## src/rtl/carry_digit_display_pkg.sv

```systemverilog
// carry_digit_display_pkg
// Shared constants for the carry digit display: hex-to-segment glyph table
// (active-low {dp,g,f,e,d,c,b,a}, dp always off), blank segment pattern and
// all-anodes-off pattern.
package carry_digit_display_pkg;

  localparam logic [7:0] SEG_BLANK = 8'hFF;
  localparam logic [3:0] AN_OFF    = 4'hF;

  // Entry n is the glyph for hex digit n (entry 15 listed first).
  localparam logic [15:0][7:0] HEX_SEG = {
    8'h8E, 8'h86, 8'hA1, 8'hC6,   // F E d C
    8'h83, 8'h88, 8'h90, 8'h80,   // b A 9 8
    8'hF8, 8'h82, 8'h92, 8'h99,   // 7 6 5 4
    8'hB0, 8'hA4, 8'hF9, 8'hC0    // 3 2 1 0
  };

  function automatic logic [7:0] hex_glyph(input logic [3:0] hex);
    return HEX_SEG[hex];
  endfunction

endpackage

```

## src/rtl/carry_digit_display_if.sv

```systemverilog
// carry_digit_display_if
// Bundles the upstream counter inputs (Qa..Qd, Rc), the clear, and the
// display/value outputs.
//   master : testbench / upstream side (drives clr, Q*, Rc)
//   slave  : carry_digit_display side (drives value, ovf, an, seg)
interface carry_digit_display_if;
  logic        clr;
  logic        Qa;
  logic        Qb;
  logic        Qc;
  logic        Qd;
  logic        Rc;
  logic [15:0] value;
  logic        ovf;
  logic [3:0]  an;
  logic [7:0]  seg;

  modport master (
    output clr, Qa, Qb, Qc, Qd, Rc,
    input  value, ovf, an, seg
  );

  modport slave (
    input  clr, Qa, Qb, Qc, Qd, Rc,
    output value, ovf, an, seg
  );
endinterface

```

## src/rtl/carry_digit_display_hex_to_seg7.sv

```systemverilog
// hex_to_seg7
// Combinational hex digit to active-low 7-segment glyph (dp off).
//   hex   : 4-bit digit in
//   seg_n : {dp,g,f,e,d,c,b,a}, active-low
module hex_to_seg7
  import carry_digit_display_pkg::*;
(
  input  logic [3:0] hex,
  output logic [7:0] seg_n
);
  assign seg_n = hex_glyph(hex);
endmodule

```

## src/rtl/carry_digit_display.sv

```systemverilog
// carry_digit_display
// Extends an upstream 4-bit counter with three upper hex digits (U), counting
// one per rising edge of the upstream ripple carry, and multiplexes the four
// digits onto a common-anode 7-segment display.
//   clk   : system clock (same as upstream counter)
//   rst_n : async active-low reset
//   bus   : slave modport -- clr, Qa..Qd, Rc in; value, ovf, an, seg out
// Parameter SCAN_W (>= 3): scan counter width; top two bits select the digit.
// Macro LEADING_ZERO_BLANK_EN: blank upper digits that are leading zeros.
module carry_digit_display
  import carry_digit_display_pkg::*;
#(
  parameter int SCAN_W = 17
) (
  input  logic                 clk,
  input  logic                 rst_n,
  carry_digit_display_if.slave bus
);

  localparam logic [SCAN_W-1:0] S_ONE = {{(SCAN_W-1){1'b0}}, 1'b1};

  logic [11:0]       u_q, u_d;
  logic              rc_q;
  logic              ovf_q, ovf_d;
  logic [SCAN_W-1:0] s_q, s_d;
  logic [3:0]        an_q, an_d;
  logic [7:0]        seg_q, seg_d;

  logic [15:0] value_w;
  logic        carry_evt;
  logic [1:0]  digit_sel;
  logic [3:0]  nibble;
  logic [7:0]  glyph;
  logic        blank;

  assign value_w   = {u_q, bus.Qd, bus.Qc, bus.Qb, bus.Qa};
  assign carry_evt = bus.Rc & ~rc_q;
  assign digit_sel = s_q[SCAN_W-1 -: 2];

  assign bus.value = value_w;
  assign bus.ovf   = ovf_q;
  assign bus.an    = an_q;
  assign bus.seg   = seg_q;

  hex_to_seg7 u_hex_to_seg7 (
    .hex   (nibble),
    .seg_n (glyph)
  );

  // Upper count; clear wins over a simultaneous carry.
  always_comb begin
    u_d   = u_q;
    ovf_d = 1'b0;
    if (bus.clr) begin
      u_d = 12'h000;
    end else if (carry_evt) begin
      u_d   = u_q + 12'd1;
      ovf_d = (u_q == 12'hFFF);
    end
  end

  always_comb begin
    s_d = s_q + S_ONE;
    case (digit_sel)
      2'd0:    nibble = value_w[3:0];
      2'd1:    nibble = value_w[7:4];
      2'd2:    nibble = value_w[11:8];
      default: nibble = value_w[15:12];
    endcase
  end

  // A digit is a leading zero when it and every digit above it are zero.
  always_comb begin
    blank = 1'b0;
`ifdef LEADING_ZERO_BLANK_EN
    case (digit_sel)
      2'd1:    blank = (u_q == 12'h000);
      2'd2:    blank = (u_q[11:4] == 8'h00);
      2'd3:    blank = (u_q[11:8] == 4'h0);
      default: blank = 1'b0;
    endcase
`endif
    an_d  = blank ? AN_OFF : ~(4'b0001 << digit_sel);
    seg_d = blank ? SEG_BLANK : glyph;
  end

  always_ff @(posedge clk or negedge rst_n) begin
    if (!rst_n) begin
      u_q   <= 12'h000;
      rc_q  <= 1'b0;
      ovf_q <= 1'b0;
      s_q   <= '0;
      an_q  <= AN_OFF;
      seg_q <= SEG_BLANK;
    end else begin
      u_q   <= u_d;
      rc_q  <= bus.Rc;
      ovf_q <= ovf_d;
      s_q   <= s_d;
      an_q  <= an_d;
      seg_q <= seg_d;
    end
  end

endmodule

```

## src/flat_wrapper.sv

```systemverilog
// flat-port wrapper written by rule: the top's interface ports become plain ports
module carry_digit_display_flat import carry_digit_display_pkg::*;
#(
  parameter int SCAN_W = 17
)
  (clk, rst_n, bus_clr, bus_Qa, bus_Qb, bus_Qc, bus_Qd, bus_Rc, bus_value, bus_ovf, bus_an, bus_seg);
  carry_digit_display_if bus_i ();
  input  logic clk;
  input  logic rst_n;
  input wire logic [$bits(bus_i.clr)-1:0] bus_clr;
  input wire logic [$bits(bus_i.Qa)-1:0] bus_Qa;
  input wire logic [$bits(bus_i.Qb)-1:0] bus_Qb;
  input wire logic [$bits(bus_i.Qc)-1:0] bus_Qc;
  input wire logic [$bits(bus_i.Qd)-1:0] bus_Qd;
  input wire logic [$bits(bus_i.Rc)-1:0] bus_Rc;
  output wire logic [$bits(bus_i.value)-1:0] bus_value;
  output wire logic [$bits(bus_i.ovf)-1:0] bus_ovf;
  output wire logic [$bits(bus_i.an)-1:0] bus_an;
  output wire logic [$bits(bus_i.seg)-1:0] bus_seg;
  assign bus_i.clr = bus_clr;
  assign bus_i.Qa = bus_Qa;
  assign bus_i.Qb = bus_Qb;
  assign bus_i.Qc = bus_Qc;
  assign bus_i.Qd = bus_Qd;
  assign bus_i.Rc = bus_Rc;
  assign bus_value = bus_i.value;
  assign bus_ovf = bus_i.ovf;
  assign bus_an = bus_i.an;
  assign bus_seg = bus_i.seg;
  carry_digit_display #(.SCAN_W(SCAN_W)) u_core (.clk(clk), .rst_n(rst_n), .bus(bus_i));
endmodule
```

## config.mk

```make
export PLATFORM = sky130hd
export DESIGN_NAME = carry_digit_display_flat
export DESIGN_NICKNAME = d
export VERILOG_FILES = /design/src/rtl/carry_digit_display_pkg.sv /design/src/rtl/carry_digit_display_if.sv /design/src/rtl/carry_digit_display_hex_to_seg7.sv /design/src/rtl/carry_digit_display.sv /design/src/flat_wrapper.sv
export SDC_FILE = /design/constraint.sdc
export NUM_CORES = 1
export LEC_CHECK = 0
export BUFFER_PORTS_ARGS = -buffer_cell sky130_fd_sc_hd__buf_2
export CORE_MARGIN = 3
export CORE_UTILIZATION = 59
export CTS_CLUSTER_SIZE = 20
export DETAILED_ROUTE_END_ITERATION = 16
export GPL_TIMING_DRIVEN = 1
export PLACE_DENSITY = 0.9
export SLEW_MARGIN = 0
export SYNTH_ARGS = -nofsm -noshare
export SYNTH_HDL_FRONTEND = slang
export SYNTH_HIERARCHICAL = 1
export SYNTH_SLANG_ARGS = --single-unit
```

## constraint.sdc

```tcl
create_clock -name clk -period 5.4 [get_ports clk]
set_clock_uncertainty 0.15 [all_clocks]
set_input_delay 1.08 -clock clk [delete_from_list [all_inputs] [get_ports clk]]
set_output_delay 1.08 -clock clk [all_outputs]
set_load 0.02 [all_outputs]
```

==> results.md <==
Routing:
- The met1 wire length is 1.58 mm.
- Detailed routing placed a total of 1.60 mm of wire on met2.
- Detailed routing placed a total of 189 um of wire on met3.
- The via count of the routed design is 1367.
- The mean number of vias per cell is 5.32.
- Once detail routing completed, the nets flagged for antenna violations numbered 0.
- The number of design rule violations left after detail routing is 0.
- After the first detailed-routing iteration, the DRC count stood at 83.
- After detailed routing, the total wire length is 3.43 mm.
- The average routed wire per standard cell is 13.3 um.
- The first detailed-routing pass ran for 4 iterations.
- After detailed routing, no signal wire sits above met4.

Pwr:
- For this design the total switching power over the nets is 0.132 mW.
- The switching share of total power is 22.4%.
- The combinational fraction of design power is 8.4%.
- The worst-case IR drop observed on VDD is 0.000216 V.
- The clock network burns 35.0% of the power.
- In this run the power density over the cells is 252 nW/um^2.
- Summed over all cells, the static leakage comes to 1.13 nW.
- The internal portion of the total power is 0.459 mW.
- In this run, flip-flops and latches consume 56.5% of the power.
- The total power of the final layout is 0.591 mW.

Timing:
- The final setup TNS is 0 ns.
- Of the available clock period, the critical path in the final layout requires 49.0%.
- The max-slew violation count is 0.
- Hold timing on the final database bottoms out at a slack of 0.337 ns.
- Measured against its own limit, the worst slew margin works out to 40.3%.
- The peak clock frequency supported by timing is 378 MHz.
- After layout, the minimum clock period comes to 2.65 ns.
- The final hold violation count was 0.
- Once routing completed, OpenROAD measured the worst setup slack at 2.75 ns.
- Setup repair after global routing left no endpoint under its margin.
- For the pin with the worst max-slew slack, the measured transition is 0.895 ns.
- Setup violations remaining at the end of the flow were counted as 0.

Clock tree:
- The clock sink count is 43.
- In this run the clock root is driven by a sky130_fd_sc_hd__clkbuf_4.
- The count of H-tree levels built during CTS is 2.
- The hold-fix buffer count after cts is 0.
- The post-cts resize count is 0.
- The CTS clock-pin slew for the worst setup and hold paths is 0.11 ns.
- Clock tree synthesis inserted a total of 5 buffers.
- Post-CTS timing repair inserted 0 buffers for setup.
- The later pin in the worst-skew pair is clocked with a latency of 0.35 ns.
- TritonCTS built the clock tree.
- The deepest clock path buffer count is 2.

Logic synthesis:
- The net count after synthesis is 196.
- In this run, synthesis produced a sequential element count of 43.
- After synthesis, the netlist uses 39 different library cells.
- Synthesis produced 179 cells.
- The portion of synthesized cell area occupied by the leading cell type is 37.2%.
- The sequential-to-total area share from yosys stat is 52.3%.
- Sorting the synthesized cells by area gives the leading types as sky130_fd_sc_hd__dfrtp_1 (37%), sky130_fd_sc_hd__dfstp_2 (15%), sky130_fd_sc_hd__xnor2_1 (5.5%).
- The mean cell area of the mapped netlist is 11.7 sq um.
- Of all cell types, the one taking the most synthesized area is sky130_fd_sc_hd__dfrtp_1.
- The count of yosys warnings during synthesis is 6.
- The post-synthesis cell area is 2090 sq um.

Placed design:
- At the end of routability-driven placement, the weighted congestion stood at 0.926.
- The placement-stage worst setup slack is 2.40 ns.
- The count of buffers inserted at the top-level ports is 36.
- Detailed placement finished with a half-perimeter wire length of 2.49 mm.
- After detailed placement, the total cell area comes to 2260 sq um.
- The number of placed instances with taps included is 249.

Worst setup path:
- The maximum cell stage delay along the critical path is 0.52 ns.
- The critical path startpoint category is an input port.
- The depth of the most critical reg-to-reg path is 6.
- The required time at the endpoint of the critical path is 5.53 ns.
- The start-to-end type of the worst setup path is input port to flop.
- STA classifies the critical path endpoint as a flop.
- In this run the worst path has a maximum fanout of 5.
- The critical path goes through buf_2 -> mux4_2 -> inv_1 -> ha_1 -> and2b_2 -> or3b_1 -> o21ai_0.
- The library cell contributing the largest single delay on the critical path is sky130_fd_sc_hd__mux4_2.
- At the worst endpoint, the arrival time is 2.78 ns.

Layout:
- Once layout is complete, the utilization of the core stands at 73.2%.
- The top cell types in the final layout, fill and taps aside, are sky130_fd_sc_hd__buf_2 (36), sky130_fd_sc_hd__dfrtp_1 (31), sky130_fd_sc_hd__nor2_1 (16).
- Leaving out fill and tap cells, the most frequent cell in the layout is sky130_fd_sc_hd__buf_2.
- The post-route netlist has 30.0% of its cells at a drive strength greater than 1.
- The final net count is 229.
- After routing the design area is 2340 sq um.
- The number of antenna cells inserted is 0.
- The total of fill cells in the finished design is 235.
- The area growth from synthesis to layout is 12.3%.
- After the flow finishes, the layout carries non-filler instances totaling 257.

Floorplanning:
- The floorplan step defined a core boundary enclosing 3200 sq um.
- Pin placement for this block handled 37 I/O pins.
- The die covers 4290 sq um.
- The number of core rows is 20.
- The vertical extent of the die is 65.5 um.
- The width of the die is 65.5 um.
- For this configuration, the core starts out at a cell density of 65.2%.

GRT:
- The via count of the first global-routing pass came to 1242.
- The total overflow left after global routing is 0.
- The number of antenna violations at the first check in global routing is 0.
- The first global-routing pass estimated 5.80 mm of wire.
- The total global routing track utilization is 17.8%.
- Entering global routing, the biggest net connects 44 pins.

Job:
- Max-cap violations in this run came to 0.

Min path:
- The worst hold-check path type is flop to flop.
- The cell count of the worst hold path is 1.

Run status:
- The run finished with clean final reports.
[state kept, by name, summed over array words and instances, names as in the netlist]
signal,cells
u_core/u_q,12
u_core/rc_q,1
u_core/s_q,17
u_core/bus.an,4
u_core/bus.seg,8
u_core/bus.ovf,1
[cells by family (layout without fill, tap and decap cells)]
logic type,Yosys count,count (layout),synth area share [%]
mux,11,11,8.69
fa+ha+maj,9,9,5.40
xor+xnor,23,23,9.65
buf+inv,16,50,4.20
simple gates,64,64,16.0
compound gates,12,12,3.60
other cells,1,1,0.180
flops,43,43,52.3
[power by group through the flow]
stage | Sequential [mW] | Combinational (mW) | Clock, mW
after floorplan | 0.349 | 0.0259 | 0
after global placement | 0.340 | 0.0494 | 0
after detailed placement | 0.340 | 0.0506 | 0
after CTS | 0.334 | 0.0509 | 0.212
after global routing | 0.335 | 0.0555 | 0.229
final | 0.334 | 0.0499 | 0.207
[worst max-delay path: cells and delay by family]
kind	cells	cell delay, ns
and+or+nand+nor	2	0.60
muxes	1	0.52
buffers and inverters	2	0.28
adders and majority gates	1	0.22
AOI/OAI and AO/OA	1	0.08
[routing by layer]
| metal | GRT usage (%) | vias up |
|---|---|---|
| met5 | 0 | - |
| li1 | - | 675 |
| met4 | 5.96 | 0 |
| met3 | 5.98 | 7 |
| met2 | 26.3 | 34 |
| met1 | 24.8 | 651 |
[layout make-up]
| type | instances | area (sq um) | share of cell area [%] |
|---|---|---|---|
| Clock buffer | 6 | 51.3 | 2.19 |
| Clock inverter | 2 | 35.0 | 1.49 |
| Inverter | 6 | 22.5 | 0.961 |
| Multi-Input combinational cell | 120 | 908 | 38.8 |
| Sequential cell | 43 | 1090 | 46.6 |
| Tap cell | 44 | 55.1 | 2.35 |
| Timing Repair Buffer | 36 | 180 | 7.69 |
[Yosys cell counts]
cell type and number:
sky130_fd_sc_hd__mux2_2 1, sky130_fd_sc_hd__a21oi_1 4, sky130_fd_sc_hd__or2_2 1, sky130_fd_sc_hd__nand4_1 5, sky130_fd_sc_hd__nor2b_1 1, sky130_fd_sc_hd__buf_4 5
sky130_fd_sc_hd__nand2_1 13, sky130_fd_sc_hd__nor4_1 2, sky130_fd_sc_hd__o21ai_0 4, sky130_fd_sc_hd__and2_1 1, sky130_fd_sc_hd__and3_1 3, sky130_fd_sc_hd__mux2i_1 5
sky130_fd_sc_hd__or3b_1 1, sky130_fd_sc_hd__xor2_1 10, sky130_fd_sc_hd__a32o_1 1, sky130_fd_sc_hd__nor2_1 16, sky130_fd_sc_hd__buf_6 1, sky130_fd_sc_hd__dfstp_2 12
sky130_fd_sc_hd__mux4_2 3, sky130_fd_sc_hd__o31ai_1 1, sky130_fd_sc_hd__buf_2 1, sky130_fd_sc_hd__nand2_2 1, sky130_fd_sc_hd__a22o_1 2, sky130_fd_sc_hd__mux4_1 2
sky130_fd_sc_hd__conb_1 1, sky130_fd_sc_hd__clkbuf_1 3, sky130_fd_sc_hd__nand2b_1 2, sky130_fd_sc_hd__dfrtp_1 31, sky130_fd_sc_hd__or3_1 2, sky130_fd_sc_hd__and4_4 1
sky130_fd_sc_hd__nor4b_1 1, sky130_fd_sc_hd__nand3_1 10, sky130_fd_sc_hd__and4b_1 1, sky130_fd_sc_hd__and2b_1 1, sky130_fd_sc_hd__xnor2_1 13, sky130_fd_sc_hd__inv_1 6
sky130_fd_sc_hd__ha_1 9, sky130_fd_sc_hd__and2b_2 1, sky130_fd_sc_hd__or4_1 1
[path summary, 6_finish.rpt]
| path | endpoint | from | slack, ns |
|---|---|---|---|
| max | u_core/bus.seg[0] | bus_Qb | 2.75 |
| min | u_core/s_q[9] | u_core/s_q[9] | 0.34 |
| max reg2reg | u_core/bus.seg[0] | u_core/s_q[15] | 2.88 |
| min reg2reg | u_core/s_q[9] | u_core/s_q[9] | 0.34 |
| max in group asynchronous | u_core/s_q[8] | rst_n | 3.86 |
| min in group asynchronous | u_core/s_q[14] | rst_n | 0.69 |
Power figures use the tool's default switching activity.
